## config.mk

```make
export PLATFORM = sky130hd
export DESIGN_NAME = run_control
export DESIGN_NICKNAME = d
export VERILOG_FILES = /design/src/rtl/run_control.sv
export SDC_FILE = /design/constraint.sdc
export NUM_CORES = 1
export LEC_CHECK = 0
export CAP_MARGIN = 5
export CORE_MARGIN = 10
export CORE_UTILIZATION = 45
export DETAILED_ROUTE_END_ITERATION = 10
export PLACE_DENSITY = 0.66
export SYNTH_ARGS = -nofsm -noshare
export SYNTH_HDL_FRONTEND = slang
export SYNTH_SLANG_ARGS = --single-unit
```

## constraint.sdc

```tcl
create_clock -name clk_in -period 1.9 [get_ports clk_in]
set_input_delay 0.475 -clock clk_in [delete_from_list [all_inputs] [get_ports clk_in]]
set_output_delay 0.475 -clock clk_in [all_outputs]
set_load 0.005 [all_outputs]
```

## src/rtl/run_control.sv

```systemverilog
// Front-panel run/stop/step sequencer feeding the clock module's stop/single_step/single_stepping inputs.
// Latency: raw input edge -> debounced level in 2 + DEBOUNCE_CYCLES cycles; state and registered outputs one cycle later.
// No backpressure: free-running, every input is sampled each clk_in cycle and outputs are plain registered levels.

// Two-flop synchronizer followed by a counting debouncer for one front-panel input.
module run_control_debounce #(
   parameter int unsigned CYCLES = 1000
) (
   input  logic clk_in,
   input  logic reset,
   input  logic raw_i,
   output logic level_o
);
   localparam int unsigned CW = $clog2(CYCLES + 1);

   logic          sync1_q, sync2_q;
   logic          level_q, level_d;
   logic [CW-1:0] cnt_q, cnt_d;

   // Accept the synchronized level only after it has disagreed for CYCLES consecutive cycles.
   always_comb begin
      level_d = level_q;
      cnt_d   = '0;
      if (sync2_q != level_q) begin
         if (cnt_q == CW'(CYCLES - 1)) begin
            level_d = sync2_q;
         end else begin
            cnt_d = cnt_q + 1'b1;
         end
      end
   end

   // Synchronizer and debounce state registers.
   always_ff @(posedge clk_in or posedge reset) begin
      if (reset) begin
         sync1_q <= 1'b0;
         sync2_q <= 1'b0;
         level_q <= 1'b0;
         cnt_q   <= '0;
      end else begin
         sync1_q <= raw_i;
         sync2_q <= sync1_q;
         level_q <= level_d;
         cnt_q   <= cnt_d;
      end
   end

   assign level_o = level_q;
endmodule

module run_control #(
   parameter int unsigned DEBOUNCE_CYCLES   = 1000,
   parameter int unsigned STEP_PULSE_CYCLES = 4
) (
   input  logic clk_in,
   input  logic reset,
   input  logic run_switch,
   input  logic step_button,
   input  logic halt,
   input  logic cycle_done,
   output logic stop,
   output logic single_step,
   output logic single_stepping,
   output logic running,
   output logic halted
);
   localparam int unsigned PCW = $clog2(STEP_PULSE_CYCLES + 1);

   typedef enum logic [2:0] {
      ST_STOPPED,
      ST_STEP_PULSE,
      ST_STEP_WAIT,
      ST_RUNNING,
      ST_DRAIN,
      ST_HALTED
   } state_t;

   state_t         state_q, state_d;
   logic [PCW-1:0] pulse_cnt_q;
   logic           run_lvl, step_lvl;
   logic           step_prev_q;
   logic           step_press;
   logic           stop_q, single_step_q, single_stepping_q, running_q, halted_q;

   run_control_debounce #(.CYCLES(DEBOUNCE_CYCLES)) u_run_deb (
      .clk_in  (clk_in),
      .reset   (reset),
      .raw_i   (run_switch),
      .level_o (run_lvl)
   );

   run_control_debounce #(.CYCLES(DEBOUNCE_CYCLES)) u_step_deb (
      .clk_in  (clk_in),
      .reset   (reset),
      .raw_i   (step_button),
      .level_o (step_lvl)
   );

   // Remember the previous debounced button level so a held button yields a single press.
   always_ff @(posedge clk_in or posedge reset) begin
      if (reset) begin
         step_prev_q <= 1'b0;
      end else begin
         step_prev_q <= step_lvl;
      end
   end

   assign step_press = step_lvl & ~step_prev_q;

   // Output encoding per state: {stop, single_step, single_stepping, running, halted}.
   function automatic logic [4:0] outs_for(input state_t s);
      logic [4:0] o;
      o = 5'b00100;
      case (s)
         ST_STOPPED:    o = 5'b00100;
         ST_STEP_PULSE: o = 5'b01100;
         ST_STEP_WAIT:  o = 5'b00100;
         ST_RUNNING:    o = 5'b00010;
         ST_DRAIN:      o = 5'b00010;
         ST_HALTED:     o = 5'b10101;
         default:       o = 5'b00100;
      endcase
      return o;
   endfunction

   // Next-state decode; halt overrides every other transition in the states where it is honoured.
   always_comb begin
      state_d = state_q;
      case (state_q)
         ST_STOPPED: begin
            if (run_lvl) begin
               state_d = ST_RUNNING;
            end else if (step_press) begin
               state_d = ST_STEP_PULSE;
            end
         end
         ST_STEP_PULSE: begin
            if (halt) begin
               state_d = ST_HALTED;
            end else if (pulse_cnt_q == '0) begin
               state_d = ST_STEP_WAIT;
            end
         end
         ST_STEP_WAIT: begin
            if (halt) begin
               state_d = ST_HALTED;
            end else if (cycle_done) begin
               state_d = ST_STOPPED;
            end
         end
         ST_RUNNING: begin
            if (halt) begin
               state_d = ST_HALTED;
            end else if (!run_lvl) begin
               state_d = ST_DRAIN;
            end
         end
         ST_DRAIN: begin
            // Finishing the current machine cycle wins over the run switch coming back.
            if (halt) begin
               state_d = ST_HALTED;
            end else if (cycle_done) begin
               state_d = ST_STOPPED;
            end else if (run_lvl) begin
               state_d = ST_RUNNING;
            end
         end
         ST_HALTED: begin
            if (!run_lvl) begin
               state_d = ST_STOPPED;
            end
         end
         default: state_d = ST_STOPPED;
      endcase
   end

   // State register, step-pulse width counter and outputs registered alongside the state.
   always_ff @(posedge clk_in or posedge reset) begin
      if (reset) begin
         state_q           <= ST_STOPPED;
         pulse_cnt_q       <= '0;
         stop_q            <= 1'b0;
         single_step_q     <= 1'b0;
         single_stepping_q <= 1'b1;
         running_q         <= 1'b0;
         halted_q          <= 1'b0;
      end else begin
         state_q <= state_d;
         if ((state_q != ST_STEP_PULSE) && (state_d == ST_STEP_PULSE)) begin
            pulse_cnt_q <= PCW'(STEP_PULSE_CYCLES - 1);
         end else if ((state_q == ST_STEP_PULSE) && (pulse_cnt_q != '0)) begin
            pulse_cnt_q <= pulse_cnt_q - 1'b1;
         end
         {stop_q, single_step_q, single_stepping_q, running_q, halted_q} <= outs_for(state_d);
      end
   end

   assign stop            = stop_q;
   assign single_step     = single_step_q;
   assign single_stepping = single_stepping_q;
   assign running         = running_q;
   assign halted          = halted_q;
endmodule

```

# Yosys cells after proc, flatten, opt, wreduce, memory -nomap -nowiden
# Cells that the tools add are included.
# op_classes
bitwise_logic	2
addsub	3
n_mux	20
n_reduce_logical	9
n_eq_ne	14
# ops
op	count
3-bit two-way mux	14
10-bit two-way mux	4
10-bit by 1-bit adder with 10-bit output, second input constant	2
10-bit equality test, second input constant	2
3-bit case mux with 6 select lines	1
5-bit case mux with 3 select lines	1
3-bit equality test, second input constant	4
3-bit by 2-bit equality test with 1-bit output, second input constant	3
3-bit by 1-bit equality test with 1-bit output, second input constant	2
3-bit logical NOT	2
2-bit AND reduction	2
3-bit by 1-bit inequality test with 1-bit output, second input constant	1
3-bit nonzero test	1
3-bit by 1-bit subtractor with 3-bit output, second input constant	1
1-bit logical AND	2
1-bit inequality test	2
2-bit nonzero test	1
2-bit OR reduction	1
1-bit AND	1
1-bit inverter	1
# word_totals
output_inout_bits	5
inputBits	6
regBits	38
elab_cells	64

# Depth between registers and ports, before layout
# Gate-level depths: netlist of run 1.
# depth
depth_word	8
mapped_depth	7
ltp_nobuf	7

# Hierarchy
# Synthesis of run 1 repeated with hierarchy kept, for this count alone.
# hier_totals
cells_unflattened	182
hier_area_um2	1914.3
# by_module_without_submodules
mod	seq_area_each_um2	cells_per_inst	instances	area_per_inst_um2
run_control_debounce	325.3	59	2	625.6
run_control	276.5	64	1	663.1

# Worst setup path after synthesis of run 1
# Ideal clock, no wire load.
# synth_timing
path_kind	reg-to-reg
startpoint	register pulse_cnt_q[0]
endpoint	register pulse_cnt_q[0]
synth_period_minus_slack_ns	1.955
path_slack_ns	-0.055
t_required_ns	1.776
arrival_time_ns	1.832
n_path_buf	0
setup_time_ns	0.124
path_stages_with_launch	8
cell_sequence	dfrtp_1 inv_1 ha_1 or3b_1 a2111o_1 o211ai_2 nor3b_2 o31a_1
# synth_via
elab_chain_len	7
elab_cells_between_ends	12
cone_classes	add/sub: 1; eq/ne: 1; mux: 5; reduce/logical: 5
# synth_rtl
item	line	text
start, declared	79	logic [PCW-1:0] pulse_cnt_q;
start signal, assigned	190	pulse_cnt_q <= PCW'(STEP_PULSE_CYCLES - 1);
start signal, assigned	192	pulse_cnt_q <= pulse_cnt_q - 1'b1;
3-bit logical NOT *	140	end else if (pulse_cnt_q == '0) begin
3-bit two-way mux *	140	
3-bit two-way mux *	138	if (halt) begin
3-bit case mux with 6 select lines *	129	case (state_q)
named net state_d[1]	78	state_t state_q, state_d;
3-bit by 1-bit equality test with 1-bit output *	189	if ((state_q != ST_STEP_PULSE) && (state_d == ST_STEP_PULSE)) begin
1-bit logical AND *	189	
3-bit two-way mux or 2-bit nonzero test (tied branches)	n/a	
# The timed path passes the listed nets; every way through them passes the cells marked *. The select of a mux whose other input is x is not followed.
# A chain may end at the register's enable or synchronous reset.

# Worst setup path after layout of run 1
# layout_timing
startpoint	register pulse_cnt_q[1]
endpoint	register pulse_cnt_q[0]
# Same word-level chain as after synthesis.

==> flow_metrics.py, run 1 <==
metrics = {
    "detailed_routing": {
        "wl_per_cell_microns": 13.5,
        "drt_iter0_markers": 71,
        "ant_nets": 0,
        "drc": 0,
        "first_pass_iters": 4,
        "vias_per_cell": 5.23,
        "wirelength_mm": 3.33,
        "vias": 1293,
    },
    "floorplan": {
        "core_sq_um": 3690,
        "dieArea_sq_um": 6740,
        "rows": 22,
        "ios": 11,
        "die_y_microns": 82.1,
        "die_w_microns": 82.1,
        "start_util": 0.470,
    },
    "yosys": {
        "netlist_top_cells_area": "dfrtp_1, xnor2_1, nor2_1",
        "syn_inst": 168,
        "synth.cells.most_frequent": "dfrtp_1, nor2_1, nand2_1",
        "ys_warn_count": 0,
        "postSynth.topFlopCell": "dfrtp_1",
        "synthesis.nets": 178,
        "yosys.area.top_type": "dfrtp_1",
        "synth_edf_count": 0,
        "synthArstFlopShare": 1.00,
        "avgSynthCellArea_sq_um": 10.3,
        "syn-cell-area_sq_um": 1730,
        "yosysSeqAreaShare": 0.535,
        "synth.most_common_cell": "dfrtp_1",
        "synth.top_cell.area_share": 0.519,
        "ys_seq_elements": 37,
        "yosysUniqueCellTypes": 39,
    },
    "power_and_ir_drop": {
        "pwr-share-seq": 0.393,
        "power_mw": 2.51,
        "power.density_nw_per_um2": 1170,
        "ir_drop_mv": 0.850,
        "power.internal_mw": 1.79,
        "power_leakage_nw": 0.969,
        "p_comb_frac": 0.334,
        "switching_share": 0.289,
        "p_switching_uw": 726,
        "p_clk_frac": 0.272,
    },
    "sta": {
        "tightest_slew_ns": 0.528,
        "finalCriticalPeriod_ns": 1.93,
        "setup_viol": 2,
        "slew_headroom": 0.646,
        "fin_ws_ns": -0.0333,
        "rsz0062_at_grt": "yes",
        "whs_ns": 0.349,
        "fmax_mhz": 517,
        "hold_viol": 0,
        "min_period_over_period": 1.02,
        "finalClockSkew_ns": 0.00516,
        "drv_slew": 0,
    },
    "grt": {
        "grt_usage": 0.113,
        "grt-ovfl-total": 0,
        "grt_pass1_wl_mm": 5.87,
        "grt_pass1_vias": 1316,
        "grt_max_degree": 38,
        "antenna_found_initial": 0,
    },
    "clocking": {
        "path_clk_slew_ns": 0.07,
        "cts_sinks": 37,
        "htreeDepth": 2,
        "cts_buffers": 5,
        "cts_tree": "built",
        "clock_path_buffers": 2,
        "cts_root_buf": "clkbuf_8",
        "clkLatencyLatePin_ns": 0.28,
    },
    "critical_path": {
        "critPathSlowestCell": "dfrtp_1",
        "cp.arrival_ns": 2.10,
        "crit_fanout": 4,
        "critPathCaptureType": "flop",
        "reg2reg_slack_ns": -0.03,
        "path_cells": "inv_2, ha_4, or3b_1, a2111o_1, o211ai_2, nor3b_4, o31a_1",
        "crit_required_ns": 2.07,
        "cp-start-kind": "flop",
        "critical_path.max_stage_delay_ns": 0.39,
        "crit_type": "flop to flop",
    },
    "cells_and_area": {
        "fin_area_sq_um": 2150,
        "nNetsFinal": 208,
        "antenna_cells": 0,
        "area_delta_synth_final_pct": 24.1,
        "drive_gt1_frac": 0.171,
        "final_util": 0.583,
    },
    "status": {
        "status": "finished with violations",
        "violations": "negative setup slack",
    },
    "place": {
        "dp_hpwl_mm": 2.32,
        "gp_congestion": 0.891,
        "post-place-ws_ns": -0.287,
        "port_buffers": 10,
        "dpl-instance-area_sq_um": 1970,
    },
    "hold_path": {
        "hp-class": "flop to flop",
    },
    "run": {
        "maxCapViolations": 0,
    },
}
==> registers in the layout, indices dropped and copies added, names as in the netlist, 3 cells and up <==
signal	flops
pulse_cnt_q	3
state_q	3
u_run_deb.cnt_q	10
u_step_deb.cnt_q	10
==> final timing paths <==
kind | to | start | cells past startpoint
setup / recovery | pulse_cnt_q[0] | pulse_cnt_q[1] | 7
hold / removal | u_run_deb.sync2_q | u_run_deb.sync1_q | 0
setup reg to reg | pulse_cnt_q[0] | pulse_cnt_q[1] | 7
hold reg to reg | u_run_deb.sync2_q | u_run_deb.sync1_q | 0
max in group asynchronous | single_stepping | reset | 3
min in group asynchronous | u_run_deb.cnt_q[6] | reset | 3
==> per-stage QoR <==
step	instances	TNS (ns)
6_report	247	-0.0513
4_1_cts	244	-0.0167
3_3_place_gp	234	-0.782
2_1_floorplan	168	-0.0118
3_5_place_dp	234	-1.41
5_1_grt	247	-0.188
==> placed cells by master (no fill, tap or decap), types with 5 or more instances in the layout <==
cell / instances
xor2_1: 8
clkdlybuf4s50_1: 9
clkbuf_8: 6
xnor2_1: 11
inv_1: 9
dfrtp_1: 36
nor2_1: 25
buf_4: 15
nand2_1: 14
nor3_1: 8
nand3_1: 5
==> final cells by class <==
class	instances	area (sq um)
Clock buffer	7	86.3
Clock inverter	1	30.0
Fill cell	324	1540
Inverter	11	41.3
Multi-Input combinational cell	116	761
Sequential cell	37	927
Tap cell	48	60.1
Timing Repair Buffer	27	246
==> what timing repair did <==
| item | in CTS | in global routing |
|---|---|---|
| endpoints found under the setup margin | 2 | 5 |
| hold buffers | 0 | 0 |
| setup buffers | 2 | 4 |
| gates resized for setup | 4 | 4 |
| hold endpoints to repair | 0 | 0 |
| pin swaps | 1 | 2 |
==> power by group through the flow <==
stage / Combinational [mW] / Sequential (mW) / Clock, mW
3_3_place_gp: 0.683 / 0.995 / 0
4_1_cts: 0.780 / 0.987 / 0.705
5_1_grt: 0.923 / 1.00 / 0.749
2_1_floorplan: 0.399 / 0.971 / 0
6_report: 0.841 / 0.989 / 0.684
3_5_place_dp: 0.724 / 0.997 / 0
==> routing by layer <==
metal  share of wire  wire (microns)  GRT usage  up-vias
li1                -               -          -      624
met1            0.43            1440      0.131      633
met2            0.48            1610      0.176       25
met3           0.049             164     0.0491       11
met4           0.031             103     0.0544        0
met5               0               0          0        -
==> worst max-delay path: cells and delay by family (launching register included) <==
kind | cells | cell delay [ns]
buf+inv | 1 | 0.09
compound gates | 3 | 0.78
flops | 1 | 0.39
fa+ha+maj | 1 | 0.14
simple gates | 2 | 0.43
==> logic make-up after synthesis <==
kind of cell / synth area share
adders and majority gates: 0.0289
xor gates and xnor gates: 0.0960
buffers and inverters: 0.0397
and+or+nand+nor: 0.195
AOI/OAI and AO/OA: 0.0873
DFF: 0.535
muxes: 0.0188
Note: power is estimated with default switching activity, not from simulation.
==> run 2: changes to the inputs <==
Settings changed: CTS_CLUSTER_SIZE set to 12, SKIP_CTS_REPAIR_TIMING set to 1.
==> run 2 against run 1 <==
Effect of this change: clock skew about the same; sequential cell count stayed put; fmax decreased by 0.14%; via count decreased by 2.7%; critical path depth stayed put; non-clock buffer count down 4; register-to-register slack is essentially flat; highest routed layer unchanged; sequential share of layout area grew 0.74 points; hold slack hardly changed; sequential power barely moved; die area did not move; the flow still finishes with violations (negative setup slack); clock-buffer cell count stayed put.
==> flow_metrics.py, run 2 (same netlist as run 1, synthesis figures left out) <==
metrics = {
    "status": {
        "status": "finished with violations",
        "violations": "negative setup slack",
    },
    "grt": {
        "grt_max_degree": 38,
        "grt_usage": 0.110,
        "grt_pass1_vias": 1291,
        "grt_pass1_wl_mm": 5.73,
        "antenna_found_initial": 0,
        "grt-ovfl-total": 0,
    },
    "power_and_ir_drop": {
        "p_clk_frac": 0.278,
        "power_mw": 2.47,
        "pwr-share-seq": 0.400,
        "switching_share": 0.290,
        "p_switching_uw": 715,
        "p_comb_frac": 0.322,
        "ir_drop_mv": 0.841,
        "power_leakage_nw": 0.938,
        "power.internal_mw": 1.75,
        "power.density_nw_per_um2": 1170,
    },
    "floorplan": {
        "core_sq_um": 3690,
        "start_util": 0.470,
        "rows": 22,
        "die_w_microns": 82.1,
        "dieArea_sq_um": 6740,
        "ios": 11,
        "die_y_microns": 82.1,
    },
    "hold_path": {
        "hp-class": "flop to flop",
        "worstHoldPathCells": 0,
    },
    "cells_and_area": {
        "antenna_cells": 0,
        "final_common_cell": "dfrtp_1",
        "biggestRegsByFlops": "u_run_deb.cnt_q (10), u_step_deb.cnt_q (10)",
        "stdcell_count": 243,
        "final_cell_mix": "dfrtp_1, nor2_1, nand2_1, buf_4, xnor2_1",
        "area_delta_synth_final_pct": 22.0,
        "drive_gt1_frac": 0.154,
        "fillCellCount": 324,
        "nNetsFinal": 204,
    },
    "clocking": {
        "clock_path_buffers": 2,
        "clkLatencyLatePin_ns": 0.29,
        "cts_root_buf": "clkbuf_8",
        "htreeDepth": 2,
        "path_clk_slew_ns": 0.07,
        "cts_tree": "built",
        "cts_sinks": 37,
        "cts_buffers": 5,
    },
    "detailed_routing": {
        "ant_nets": 0,
        "wl_per_cell_microns": 13.3,
        "vias": 1258,
        "drc": 0,
        "wirelength_mm": 3.24,
        "drt_iter0_markers": 76,
        "vias_per_cell": 5.18,
        "first_pass_iters": 4,
    },
    "sta": {
        "tightest_slew_ns": 0.522,
        "min_period_over_period": 1.02,
        "setup_viol": 2,
        "hold_viol": 0,
        "whs_ns": 0.349,
        "drv_slew": 0,
        "finalCriticalPeriod_ns": 1.94,
        "fmax_mhz": 517,
        "rsz0062_at_grt": "yes",
        "fin_ws_ns": -0.0360,
        "slew_headroom": 0.649,
        "finalClockSkew_ns": 0.00550,
    },
    "critical_path": {
        "crit_fanout": 4,
        "crit_type": "flop to flop",
        "cp.depth": 7,
        "cp.arrival_ns": 2.11,
        "crit_required_ns": 2.07,
        "cp_num_buf_inv": 1,
        "critPathCaptureType": "flop",
        "reg2reg_depth": 7,
        "critPathSlowestCell": "dfrtp_1",
        "crit_family": "compound AO/OA/AOI/OAI gates",
        "cp-start-kind": "flop",
        "critical_path.max_stage_delay_ns": 0.39,
        "path_cells": "inv_2, ha_4, or3b_1, a2111o_1, o211ai_2, nor3b_4, o31a_1",
    },
    "place": {
        "post-place-ws_ns": -0.287,
        "dp_hpwl_mm": 2.32,
        "gp_congestion": 0.891,
        "dp.cells": 234,
        "port_buffers": 10,
    },
    "run": {
        "maxCapViolations": 0,
    },
}
==> run 2: layer usage <==
metal	vias to the layer above	GRT usage	part of all wire
met2	16	0.171	0.49
met3	4	0.0480	0.047
li1	617	-	-
met4	0	0.0442	0.014
met1	621	0.130	0.45
met5	-	0	0
==> run 2: per-stage QoR <==
step                 util  TNS, ns  instance area (sq um)
floorplan               -  -0.0118                   1740
global placement    0.535   -0.782                   1970
detailed placement  0.535    -1.41                   1970
CTS                 0.566   -0.100                   2090
global route        0.574   -0.226                   2120
finish              0.574  -0.0564                   2120
==> run 2: power by group through the flow <==
| stage | registers, mW | clock network [mW] | logic (mW) |
|---|---|---|---|
| detailed placement | 0.997 | 0 | 0.724 |
| finish | 0.988 | 0.687 | 0.794 |
| floorplan | 0.971 | 0 | 0.399 |
| CTS | 0.984 | 0.705 | 0.727 |
| global placement | 0.995 | 0 | 0.683 |
| global route | 1.00 | 0.749 | 0.875 |
==> run 2: layout make-up <==
class	count	area, sq um	area share
Tap cell	48	60.1	0.0284
Timing Repair Buffer	23	210	0.0993
Clock buffer	7	86.3	0.0408
Inverter	11	41.3	0.0195
Multi-Input combinational cell	116	761	0.360
Sequential cell	37	927	0.438
Clock inverter	1	30.0	0.0142
==> run 2: worst paths after layout <==
kind / from / endpoint / slack, ns
worst max-delay path: pulse_cnt_q[1] / pulse_cnt_q[0] / -0.04
worst min-delay path: u_run_deb.sync1_q / u_run_deb.sync2_q / 0.35
worst max register to register: pulse_cnt_q[1] / pulse_cnt_q[0] / -0.04
worst min register to register: u_run_deb.sync1_q / u_run_deb.sync2_q / 0.35
max in group asynchronous: reset / single_stepping / 1.12
min in group asynchronous: reset / u_run_deb.cnt_q[4] / 0.54
